### config.mk
export PLATFORM = sky130hd
export DESIGN_NAME = instruction_fetch_controller
export DESIGN_NICKNAME = d
export VERILOG_FILES = /design/src/rtl/instruction_fetch_controller.sv
export SDC_FILE = /design/constraint.sdc
export NUM_CORES = 1
export LEC_CHECK = 0
export CAP_MARGIN = 20
export CELL_PAD_IN_SITES_DETAIL_PLACEMENT = 2
export CELL_PAD_IN_SITES_GLOBAL_PLACEMENT = 2
export CORE_MARGIN = 5
export CORE_UTILIZATION = 27
export CTS_CLUSTER_DIAMETER = 30
export DETAILED_ROUTE_END_ITERATION = 8
export PLACE_DENSITY_LB_ADDON = 0.1
export SLEW_MARGIN = 10
export SYNTH_ARGS = -nofsm -noshare
export SYNTH_HDL_FRONTEND = slang
export SYNTH_SLANG_ARGS = --single-unit
### constraint.sdc
create_clock -name Clock -period 2.2 [get_ports Clock]
set_input_delay 0.33 -clock Clock [delete_from_list [all_inputs] [get_ports Clock]]
set_output_delay 0.33 -clock Clock [all_outputs]
set_load 0.01 [all_outputs]
### src/rtl/instruction_fetch_controller.sv
// Fetches one 16-bit instruction as two byte reads (low byte, then high byte), advancing the PC.
// Latency: Start edge to Done pulse is 3 cycles with zero-wait memory, plus one cycle per wait state.
// Backpressure: MemReq/MemAddr are held while MemAck is low, with no limit on wait cycles; Abort cancels the fetch.
//
// Ports:
//   Clock, Reset             - single clock; asynchronous active-high reset
//   Start, Abort             - request one instruction fetch / cancel the fetch in progress
//   PCLoad, PCIn             - load the PC (IDLE only)
//   MemReq, MemAddr          - byte read request and address (address is always the PC)
//   MemAck, MemData          - read data valid and the returned byte
//   IR_I, IR_Write, IR_LH    - byte, write enable and half select (1 = bits 15:8) for the instruction register
//   PCOut, Busy, Done        - current PC, fetch in progress, one-cycle completion pulse
module instruction_fetch_controller (
    input  logic        Clock,
    input  logic        Reset,
    input  logic        Start,
    input  logic        Abort,
    input  logic        PCLoad,
    input  logic [15:0] PCIn,
    input  logic        MemAck,
    input  logic [7:0]  MemData,
    output logic        MemReq,
    output logic [15:0] MemAddr,
    output logic [7:0]  IR_I,
    output logic        IR_Write,
    output logic        IR_LH,
    output logic [15:0] PCOut,
    output logic        Busy,
    output logic        Done
);

    typedef enum logic [1:0] {
        IDLE     = 2'd0,
        FETCH_LO = 2'd1,
        FETCH_HI = 2'd2,
        DONE     = 2'd3
    } state_t;

    state_t      state;
    state_t      state_nxt;
    logic [15:0] pc;
    logic [15:0] pc_nxt;
    logic [15:0] fetch_base;
    logic [15:0] fetch_base_nxt;

    always_ff @(posedge Clock or posedge Reset) begin
        if (Reset) begin
            state      <= IDLE;
            pc         <= 16'h0000;
            fetch_base <= 16'h0000;
        end else begin
            state      <= state_nxt;
            pc         <= pc_nxt;
            fetch_base <= fetch_base_nxt;
        end
    end

    always_comb begin
        state_nxt      = state;
        pc_nxt         = pc;
        fetch_base_nxt = fetch_base;
        MemReq         = 1'b0;
        IR_I           = 8'h00;
        IR_Write       = 1'b0;
        IR_LH          = 1'b0;
        Busy           = 1'b0;
        Done           = 1'b0;

        case (state)
            IDLE: begin
                // PCLoad wins over Start; a Start seen alongside PCLoad is dropped.
                if (PCLoad) begin
                    pc_nxt = PCIn;
                end else if (Start) begin
                    fetch_base_nxt = pc;
                    state_nxt      = FETCH_LO;
                end
            end

            FETCH_LO, FETCH_HI: begin
                MemReq = 1'b1;
                Busy   = 1'b1;
                IR_I   = MemData;
                IR_LH  = (state == FETCH_HI);
                // Abort outranks MemAck: the byte is discarded and the PC rewinds
                // to where this fetch began, so a retry refetches the same word.
                if (Abort) begin
                    pc_nxt    = fetch_base;
                    state_nxt = IDLE;
                end else if (MemAck) begin
                    IR_Write  = 1'b1;
                    pc_nxt    = pc + 16'd1;
                    state_nxt = (state == FETCH_HI) ? DONE : FETCH_HI;
                end
            end

            DONE: begin
                Busy      = 1'b1;
                Done      = 1'b1;
                state_nxt = IDLE;
            end

            default: state_nxt = IDLE;
        endcase
    end

    assign MemAddr = pc;
    assign PCOut   = pc;

endmodule

# --- Word level (Yosys, flattened, before mapping) ---
# Index checks and enable logic that the tools add are counted.
classes:
  reduce_logical: 7
  n_addsub: 1
  n_mux: 18
  eq_ne: 7
  bitwise: 1
op_table:
  columns: ["cell", "n"]
  rows:
  - ["2-to-1 mux 16 bit", 3]
  - ["one-hot mux 16 bit (2 select lines)", 1]
  - ["adder 16 x 1 -> 16 bit, second input constant", 1]
  - ["AND reduction 3 bit", 3]
  - ["2-to-1 mux 1 bit", 8]
  - ["2-to-1 mux 2 bit", 4]
  - ["2-to-1 mux 8 bit", 1]
  - ["inequality test 2 bit, second input constant", 3]
  - ["one-hot mux 2 bit (3 select lines)", 1]
  - ["equality test 2 bit, second input constant", 2]
  - ["inequality test 3 bit, second input constant", 1]
  - ["OR reduction 3 bit", 1]
  - ["equality test 2 x 1 -> 1 bit, second input constant", 1]
  - ["zero test 2 bit", 1]
  - ["nonzero test 2 bit", 1]
  - ["OR reduction 2 bit", 1]
  - ["NOT 1 bit", 1]
word_totals:
  wordCells: 37
  ff_bits: 34
  input_bits: 30

# --- Longest topological paths before layout ---
# Gate-level depths: netlist (run 1).
logic_depth:
  depth_word: 5
  ltp_mapped: 9
  depth_no_buf: 6

# --- Worst setup path before layout (run 1) ---
# No wires, ideal clock.
synth_path:
  kind: "reg-to-output"
  start: "register state[1]"
  end: "output port IR_I[0]"
  n_path_buf: 3
  stages_incl_launch_ff: 7
  setup_slack_ns: 0.187
  arrival_ns: 1.683
  required_time_ns: 1.870
  path_cell_list: "dfrtp_1 -> inv_1 -> ha_1 -> buf_2 -> buf_1 -> clkbuf_1 -> and2_1"
synth_between:
  elab_chain_len: 3
  elab_cells_between_ends: 4
  classes_between: "eq/ne (2); mux (1); reduce/logical (1)"
synth_rtl:
  columns: ["item", "line", "source"]
  rows:
  - ["from (decl)", "39", "state_t state;"]
  - ["from (signal assigned)", "52", "state <= state_nxt;"]
  - ["equality test 2 bit / equality test 2 x 1 -> 1 bit (equally long branches)", "69", "case (state)"]
  - ["OR reduction 2 bit *", "69", null]
  - ["2-to-1 mux 8 bit *", "69", null]
  - ["to (decl)", "24", "output logic [7:0] IR_I,"]
# Mark *: on every way between the ends. The rest lies on a longest branch, timed or not.

# --- Worst setup path in the final report (run 1) ---
layout_path:
  start: "register state[0]"
  end: "register pc[5] (netlist: MemAddr[5])"
layout_between:
  elab_chain_len: 4
  elab_cells_between_ends: 9
  classes_between: "eq/ne (4); mux (1); reduce/logical (4)"
layout_rtl:
  columns: ["item", "line", "source"]
  rows:
  - ["equality test 2 bit / equality test 2 x 1 -> 1 bit (equally long branches)", "69", null]
  - ["OR reduction 2 bit", "69", null]
  - ["inequality test 3 bit (no source line) / nonzero test 2 bit (equally long branches)", null, null]
  - ["AND reduction 3 bit (no source line)", null, null]
  - ["to (signal assigned)", "53", "pc <= pc_nxt;"]
  - ["to (decl)", "41", "logic [15:0] pc;"]
# Parallel ways exist; a longest one is shown, timed or not.
# A chain may end at the register's enable or synchronous reset.

==> results of run 1 <==
power breakdown:
part	switching, W	internal [W]	total, W
Sequential	0.000373	0.000948	0.00132
Clock	0.000250	0.000213	0.000462
Combinational	0.00158	0.00168	0.00326
critical path: stages, from the launching register on:
cell and delay, ns:
dfrtp_1 0.36, inv_1 0.09, ha_1 0.27, nor2b_1 0.18, or3_1 0.55, buf_4 0.23
a21oi_1 0.12, o22ai_1 0.08
per-stage QoR:
| stage | cell area [µm²] | total power [W] | util, % | cells |
|---|---|---|---|---|
| finish | 3198 | 0.005043 | 39.32 | 420 |
| global route | 3198 | 0.005471 | 39.32 | 420 |
| CTS | 3198 | 0.005135 | 39.32 | 420 |
| detailed placement | 3112 | 0.004650 | 38.26 | 413 |
| global placement | 3112 | 0.004567 | 38.26 | 413 |
| floorplan | 2232 | 0.003169 | - | 240 |
cell families after synthesis:
group,Yosys count,share of synthesized area [%]
buf+inv,38,9.473
mux,22,10.71
compound gates,59,17.32
flops,34,38.12
xor+xnor,3,1.177
simple gates,78,19.84
fa+ha+maj,6,3.363
layer usage:
metal	global-route usage, %	up-vias	wire, µm
li1	-	1012	-
met1	21.27	1076	3690
met2	26.23	54	3617
met3	2.630	7	363
met4	3.988	0	87
met5	0	-	0
area by class of cell:
cell class | count | area [µm²] | area share, %
clock inverter | 2 | 10.01 | 0.3130
timing repair buffer | 97 | 918.4 | 28.72
clock buffer | 5 | 68.82 | 2.152
sequential | 34 | 850.8 | 26.60
multi-input combinational | 168 | 1185 | 37.05
inverter | 9 | 33.78 | 1.056
tap | 105 | 131.4 | 4.108
placed cells by master (no fill, tap or decap), types with 11 or more instances in the layout:
master,synthesis,routed
a21oi_1,14,14
buf_4,16,21
clkdlybuf4s50_1,0,65
dfrtp_1,34,34
mux2_2,15,15
nand2_1,12,12
nor2_1,13,13
o21ai_0,11,11
sequential cells by signal, summed over array words and instances (netlist names):
register and count:
fetch_base 16, MemAddr 16, state 2
Yosys cell counts, drive strengths merged, types with 7 or more instances:
library cell,number,area [µm²]
dfrtp,34,850.8
buf,24,157.7
mux2,15,168.9
a21oi,14,70.07
nor2,13,48.80
nand2,12,45.04
o21ai,12,60.05
nor3,10,55.05
and2,9,56.30
inv,9,33.78
mux2i,7,70.07
final timing paths:
path,startpoint,endpoint,slack [ns],cells past startpoint
setup / recovery,state[0],MemAddr[5],0.20,7
hold / removal,Reset,MemAddr[0],0.34,2
setup reg to reg,state[0],MemAddr[5],0.20,7
hold reg to reg,fetch_base[8],fetch_base[8],0.50,2
max in group asynchronous,Reset,MemAddr[7],1.29,3
min in group Clock,fetch_base[8],fetch_base[8],0.50,2
timing repair:
action	CTS	global route
endpoints found under the hold margin	0	0
resized for setup	13	0
buffers inserted	0	0
endpoints found under the setup margin	9	0
==> impl_metrics.ini, run 1 <==
[place]
place_ws_ns = 0.05745
numPortBuffers = 74
gp_congestion = 0.8133
hpwl_um = 5915

[final_layout]
fin_nets = 351
n_fill_cell = 888
diodes = 0
synthToLayoutAreaGrowth_pct = 43.27
layout-drive-gt1-share_pct = 16.51

[floorplan]
rows = 33
die_area_mm2 = 0.01019
die_w_um = 100.9
ios = 75
start_util_pct = 27.44
fp.dieH_um = 100.9
fp.coreArea_mm2 = 0.008134

[detailed_routing]
routedWlPerCell_um = 18.47
num_vias = 2149
vias_per_cell = 5.117
drtPass1Iterations = 4
drc_errors = 0
ant_nets = 0
drt_wl_total_um = 7758
drt_iter0_markers = 41

[sta]
hold_violations = 0
final-setup-viol-count = 0
fin_crit_sh_pct = 90.75
finalWorstSetupSlack_ns = 0.2036
slew_violations = 0
worst_pin_slew_ns = 0.5193
tns_ns = 0
timing.hold.ws_ns = 0.3425
rsz0062_at_grt = false
clock_skew_ns = 0.005105
slew_headroom_pct = 65.11
period_minus_slack_ns = 1.996
max_freq_mhz = 500.9

[worst_setup_path]
start_kind = register
critPathMaxFanout = 8
worstSetupEndpointType = register
cp_data_arrival_time_ns = 2.17
required_ns = 2.37
crit_type = register to register

[synth]
synth-edff-count = 0
yosys_warnings = 0
ys_seq_area_share_pct = 38.12
ys_seq_elements = 34
synth_area_mm2 = 0.002232
yosys_most_used_dff = dfrtp_1
syn_inst = 240
synth_area_per_cell_um2 = 9.301
synth_nets = 276
ys_types = 48
synth_async_sr_flop_share_pct = 100.0

[global_route]
antenna_found_initial = 0
grt_max_degree = 18
grt_usage_pct = 15.78
grt_pass1_vias = 2330
grt_pass1_wl_um = 12640
grt.overflow.total = 0

[cts]
cts_tree = yes
htree_levels = 2
holdBufCountCts = 0
root_buffer = clkbuf_8
cts.sinks = 34
clkTransAtPathRegs_ns = 0.08
clk_path_buf_depth = 2
insertion_delay_ns = 0.29
cts_inserted_buffers = 5

[power]
power_leakage_nw = 1.335
power_density_mw_per_mm2 = 1577
vdd_drop_max_mv = 0.4506

[run_status]
status = completed

[job]
cap_violations = 0

[hold_path]
hp-class = input pin to asynchronous set/reset pin
No activity file was read; power rests on OpenSTA's default activity.
==> inputs of run 2 (changes only) <==
--- a/config.mk
+++ b/config.mk
@@ -8,7 +8,7 @@
 export CAP_MARGIN = 20
 export CELL_PAD_IN_SITES_DETAIL_PLACEMENT = 2
 export CELL_PAD_IN_SITES_GLOBAL_PLACEMENT = 2
-export CORE_MARGIN = 5
+export CORE_MARGIN = 2
 export CORE_UTILIZATION = 27
 export CTS_CLUSTER_DIAMETER = 30
 export DETAILED_ROUTE_END_ITERATION = 8
==> constraint.sdc (replaced) <==
create_clock -name Clock -period 2.12 [get_ports Clock]
set_input_delay 0.318 -clock Clock [delete_from_list [all_inputs] [get_ports Clock]]
set_output_delay 0.318 -clock Clock [all_outputs]
set_load 0.01 [all_outputs]
==> run 2 against run 1 <==
  * Sequential share of layout area is 0.64 points lower
  * Total power grew 5.9%
  * Non-clock buffer count up 7
  * Sequential power is essentially flat
  * Final area increased by 2.5%
  * Core utilization is 0.97 points higher
  * Critical path depth down 3
  * Clock power is 14% higher
  * Wire length decreased by 3.4%
  * Clock skew up 0.0016 ns
  * Critical endpoint is now MemReq
  * Largest power group unchanged
==> impl_metrics.ini, run 2 (synthesis gave the netlist of run 1 again) <==
[floorplan]
start_util_pct = 27.44
ios = 75
fp.dieH_um = 94.93
die_area_mm2 = 0.009011
die_w_um = 94.93
fp.coreArea_mm2 = 0.008134
rows = 33

[global_route]
antenna_found_initial = 0
grt_pass1_vias = 2287
grt.overflow.total = 0
grt_max_degree = 35
grt_usage_pct = 17.91
grt_pass1_wl_um = 12300

[detailed_routing]
drc_errors = 0
drt_wl_total_um = 7493
ant_nets = 0
drtPass1Iterations = 4
num_vias = 2138
routedWlPerCell_um = 17.51
drt_iter0_markers = 35
vias_per_cell = 4.995

[cts]
clkTransAtPathRegs_ns = 0.08
insertion_delay_ns = 0.29
clk_path_buf_depth = 2
htree_levels = 2
root_buffer = clkbuf_8
cts_inserted_buffers = 5
cts.sinks = 34
holdBufCountCts = 0
cts_tree = yes

[final_layout]
diodes = 0
final_cell_mix = clkdlybuf4s50_1, dfrtp_1, buf_4, mux2_2, a21oi_1
synthToLayoutAreaGrowth_pct = 46.80
layout-drive-gt1-share_pct = 18.89
fin_nets = 358
layout_commonest_cell = clkdlybuf4s50_1
final_cells = 428

[job]
cap_violations = 0

[place]
hpwl_um = 5669
place_ws_ns = -0.04828
numPortBuffers = 74
gp_congestion = 0.7273
dp.cells = 420

[sta]
slew_headroom_pct = 64.00
timing.hold.ws_ns = 0.4254
slew_violations = 0
clock_skew_ns = 0.006715
max_freq_mhz = 499.5
fin_crit_sh_pct = 94.43
final-setup-viol-count = 0
hold_violations = 0
worst_pin_slew_ns = 0.5359
rsz0062_at_grt = false
period_minus_slack_ns = 2.002
tns_ns = 0
finalWorstSetupSlack_ns = 0.1181

[worst_setup_path]
critPathMaxFanout = 6
required_ns = 1.80
start_kind = register
cp_data_arrival_time_ns = 1.68
worstSetupEndpointType = primary output
crit_type = register to primary output

[power]
power_density_mw_per_mm2 = 1629
vdd_drop_max_mv = 0.6278
power_w = 0.005340
power_leakage_nw = 1.376

[hold_path]
hp-class = input pin to asynchronous set/reset pin

[run_status]
status = completed
[run 2: cell types whose count changed in the layout (fill, tap and decap cells not counted)]
| cell | delta |
|---|---|
| buf_4 | +7 |
| clkbuf_8 | +1 |
| clkinv_2 | -1 |
| clkinvlp_4 | +1 |
| nor2b_2 | -1 |
| nor2b_4 | +1 |
| or3_1 | -1 |
| or3_4 | +1 |
[run 2: worst max-delay path, cell delays in order (launching register included)]
cell	delay, ns
dfrtp_1	0.36
inv_1	0.10
ha_4	0.31
buf_4	0.11
clkdlybuf4s50_1	0.52
[run 2: area by class of cell]
class / count / area [µm²]
Clock inverter: 2 / 12.51
Sequential cell: 34 / 850.8
Tap cell: 105 / 131.4
Inverter: 9 / 33.78
Multi-Input combinational cell: 168 / 1195
Clock buffer: 6 / 82.58
Fill cell: 910 / 4857
Timing Repair Buffer: 104 / 970.9
[run 2: what timing repair did]
action / CTS / global route
setup endpoints to repair: 9 / 1
gates resized for setup: 13 / 1
hold endpoints to repair: 0 / 0
setup buffers: 0 / 0
pin swaps: 0 / 0
[run 2: stage by stage]
step | util, % | instance area (µm²)
3_3_place_gp | 38.90 | 3164
3_5_place_dp | 38.90 | 3164
6_report | 40.29 | 3277
5_1_grt | 40.29 | 3277
4_1_cts | 40.22 | 3272
2_1_floorplan | - | 2232
[run 2: path summary, 6_finish.rpt]
check	start	end	slack (ns)	cells past startpoint
min in group Clock	fetch_base[12]	fetch_base[12]	0.51	1
max	state[0]	MemReq	0.12	4
max in group asynchronous	Reset	MemAddr[1]	1.34	3
min	Reset	fetch_base[0]	0.43	3
min reg2reg	fetch_base[12]	fetch_base[12]	0.51	1
max reg2reg	MemAddr[1]	MemAddr[14]	0.20	5
[run 2: layer usage]
metal,vias to the layer above,track usage (%),part of all wire [%]
met5,-,0,0
met4,0,4.348,0.96
met3,7,3.033,4.0
met2,50,29.43,48
met1,1061,24.51,47
li1,1020,-,-
[run 2: report_power, final]
group / internal [W] / switching, W
registers: 0.000984 / 0.000354
logic: 0.00182 / 0.00165
clock network: 0.000261 / 0.000264
total: 0.00307 / 0.00227
==> inputs of run 3 (changes only) <==
--- a/config.mk
+++ b/config.mk
@@ -13,6 +13,7 @@
 export CTS_CLUSTER_DIAMETER = 30
 export DETAILED_ROUTE_END_ITERATION = 8
 export PLACE_DENSITY_LB_ADDON = 0.1
+export REMOVE_ABC_BUFFERS = 1
 export SLEW_MARGIN = 10
 export SYNTH_ARGS = -nofsm -noshare
 export SYNTH_HDL_FRONTEND = slang
==> run 3 against run 2 <==
  * First-iteration DRC count grew 54%
  * Critical path depth did not move
  * Die area did not move
  * Via count is 0.47% lower
  * Global-route usage down 0.14 points
  * Cell count decreased by 0.70%
  * Clock power barely moved
  * Sequential share of layout area barely moved
  * Wire length barely moved
  * Register-to-register slack worse by 0.06 ns
  * Critical endpoint unchanged
==> impl_metrics.ini, run 3 (synthesis gave the netlist of run 1 again) <==
[run_status]
status = completed

[cts]
htree_levels = 2
root_buffer = clkbuf_8
cts_tree = yes
insertion_delay_ns = 0.29
cts_inserted_buffers = 5
cts.sinks = 34
holdBufCountCts = 0
clk_path_buf_depth = 2
post-cts-setup-buffer-count = 0
clkTransAtPathRegs_ns = 0.08

[worst_setup_path]
timing.rr.end = MemAddr[12]
critPathMaxFanout = 10
timing.rr.start = state[0]
critical_path_buf_inv_count = 3
rrSetupSlack_ns = 0.14
crit_family = buffers and inverters
start_kind = register
crit_path_top_delay_cell = clkdlybuf4s50_1
cp_data_arrival_time_ns = 1.72
required_ns = 1.80
cp.depth = 4
rr_worst_depth = 8
cp_cell_sequence = inv_1, ha_4, buf_4, clkdlybuf4s50_1
crit_type = register to primary output
cp-endpoint = MemReq
cp-startpoint = state[1]
cpPeakStageDelay_ns = 0.54
worstSetupEndpointType = primary output

[detailed_routing]
drt_wl_total_um = 7498
num_vias = 2128
drtPass1Iterations = 4
routedWlPerCell_um = 17.64
drt_iter0_markers = 54
vias_per_cell = 5.007
ant_nets = 0
drc_errors = 0

[global_route]
antenna_found_initial = 0
grt.overflow.total = 0
grt_usage_pct = 17.77
grt_pass1_wl_um = 12310
grt_max_degree = 35
grt_pass1_vias = 2377

[sta]
tns_ns = 0
clock_skew_ns = 0.003159
rsz0062_at_grt = false
final-setup-viol-count = 0
worst_pin_slew_ns = 0.4853
period_minus_slack_ns = 2.040
timing.hold.ws_ns = 0.4349
slew_headroom_pct = 67.65
slew_violations = 0
max_freq_mhz = 490.1
hold_violations = 0
fin_crit_sh_pct = 96.24
finalWorstSetupSlack_ns = 0.07974

[hold_path]
hp-class = input pin to asynchronous set/reset pin

[power]
power_leakage_nw = 1.366
vdd_drop_max_mv = 0.5859
power_density_mw_per_mm2 = 1645

[floorplan]
fp.dieH_um = 94.93
die_area_mm2 = 0.009011
fp.coreArea_mm2 = 0.008134
start_util_pct = 27.44
rows = 33
ios = 75
die_w_um = 94.93

[final_layout]
layout_commonest_cell = clkdlybuf4s50_1
n_fill_cell = 906
layout-drive-gt1-share_pct = 18.75
synthToLayoutAreaGrowth_pct = 46.58
design_area_mm2 = 0.003272
final_cell_mix = clkdlybuf4s50_1, dfrtp_1, buf_4, mux2_2, a21oi_1
fin_nets = 355
diodes = 0
utilization_pct = 40.22

[place]
place_ws_ns = 0.05411
placed_area_mm2 = 0.003154
gp_congestion = 0.7275
hpwl_um = 5562
numPortBuffers = 74

[job]
cap_violations = 0
[run 3: worst min-delay path by stage]
stage	start	end	depth (start not counted)
floorplan	fetch_base[8]	fetch_base[8]	2
global placement	fetch_base[8]	fetch_base[8]	2
detailed placement	fetch_base[8]	fetch_base[8]	2
CTS	Reset	fetch_base[6]	3
global route	Reset	fetch_base[6]	3
finish	Reset	fetch_base[7]	3
[run 3: where the power goes]
group          leakage (nW)  internal, W  switching, W
clock                0.0472     0.000261      0.000265
combinational         0.912      0.00183       0.00167
sequential            0.407     0.000984      0.000375
[run 3: tightest hold or removal path, cell delays in order]
cell and delay, ns:
clkdlybuf4s50_1 0.39, inv_1 0.05, buf_4 0.41
[run 3: final cells by class]
cell class | instances | area, µm² | share of cell area [%]
Timing Repair Buffer | 101 | 957.2 | 29.25
Inverter | 9 | 33.78 | 1.033
Sequential cell | 34 | 850.8 | 26.00
Multi-Input combinational cell | 168 | 1204 | 36.79
Tap cell | 105 | 131.4 | 4.015
Clock inverter | 2 | 12.51 | 0.3824
Clock buffer | 6 | 82.58 | 2.524
[run 3: timing repair]
item                       CTS  global route
gates resized for setup     12             3
setup endpoints to repair   10             5
pin swaps                    0             0
[run 3: stage by stage]
| step | std cells | power (W) |
|---|---|---|
| CTS | 425 | 0.005442 |
| detailed placement | 417 | 0.004884 |
| global route | 425 | 0.005859 |
| global placement | 417 | 0.004784 |
| floorplan | 211 | 0.002990 |
| finish | 425 | 0.005383 |
[run 3: per-layer routing]
metal / share of wire (%) / track usage (%) / vias to the layer above / wire (µm)
li1: - / - / 1015 / -
met1: 45 / 22.33 / 1054 / 3366
met2: 50 / 31.09 / 54 / 3718
met3: 4.6 / 3.671 / 5 / 344
met4: 0.92 / 4.348 / 0 / 69
met5: 0 / 0 / - / 0
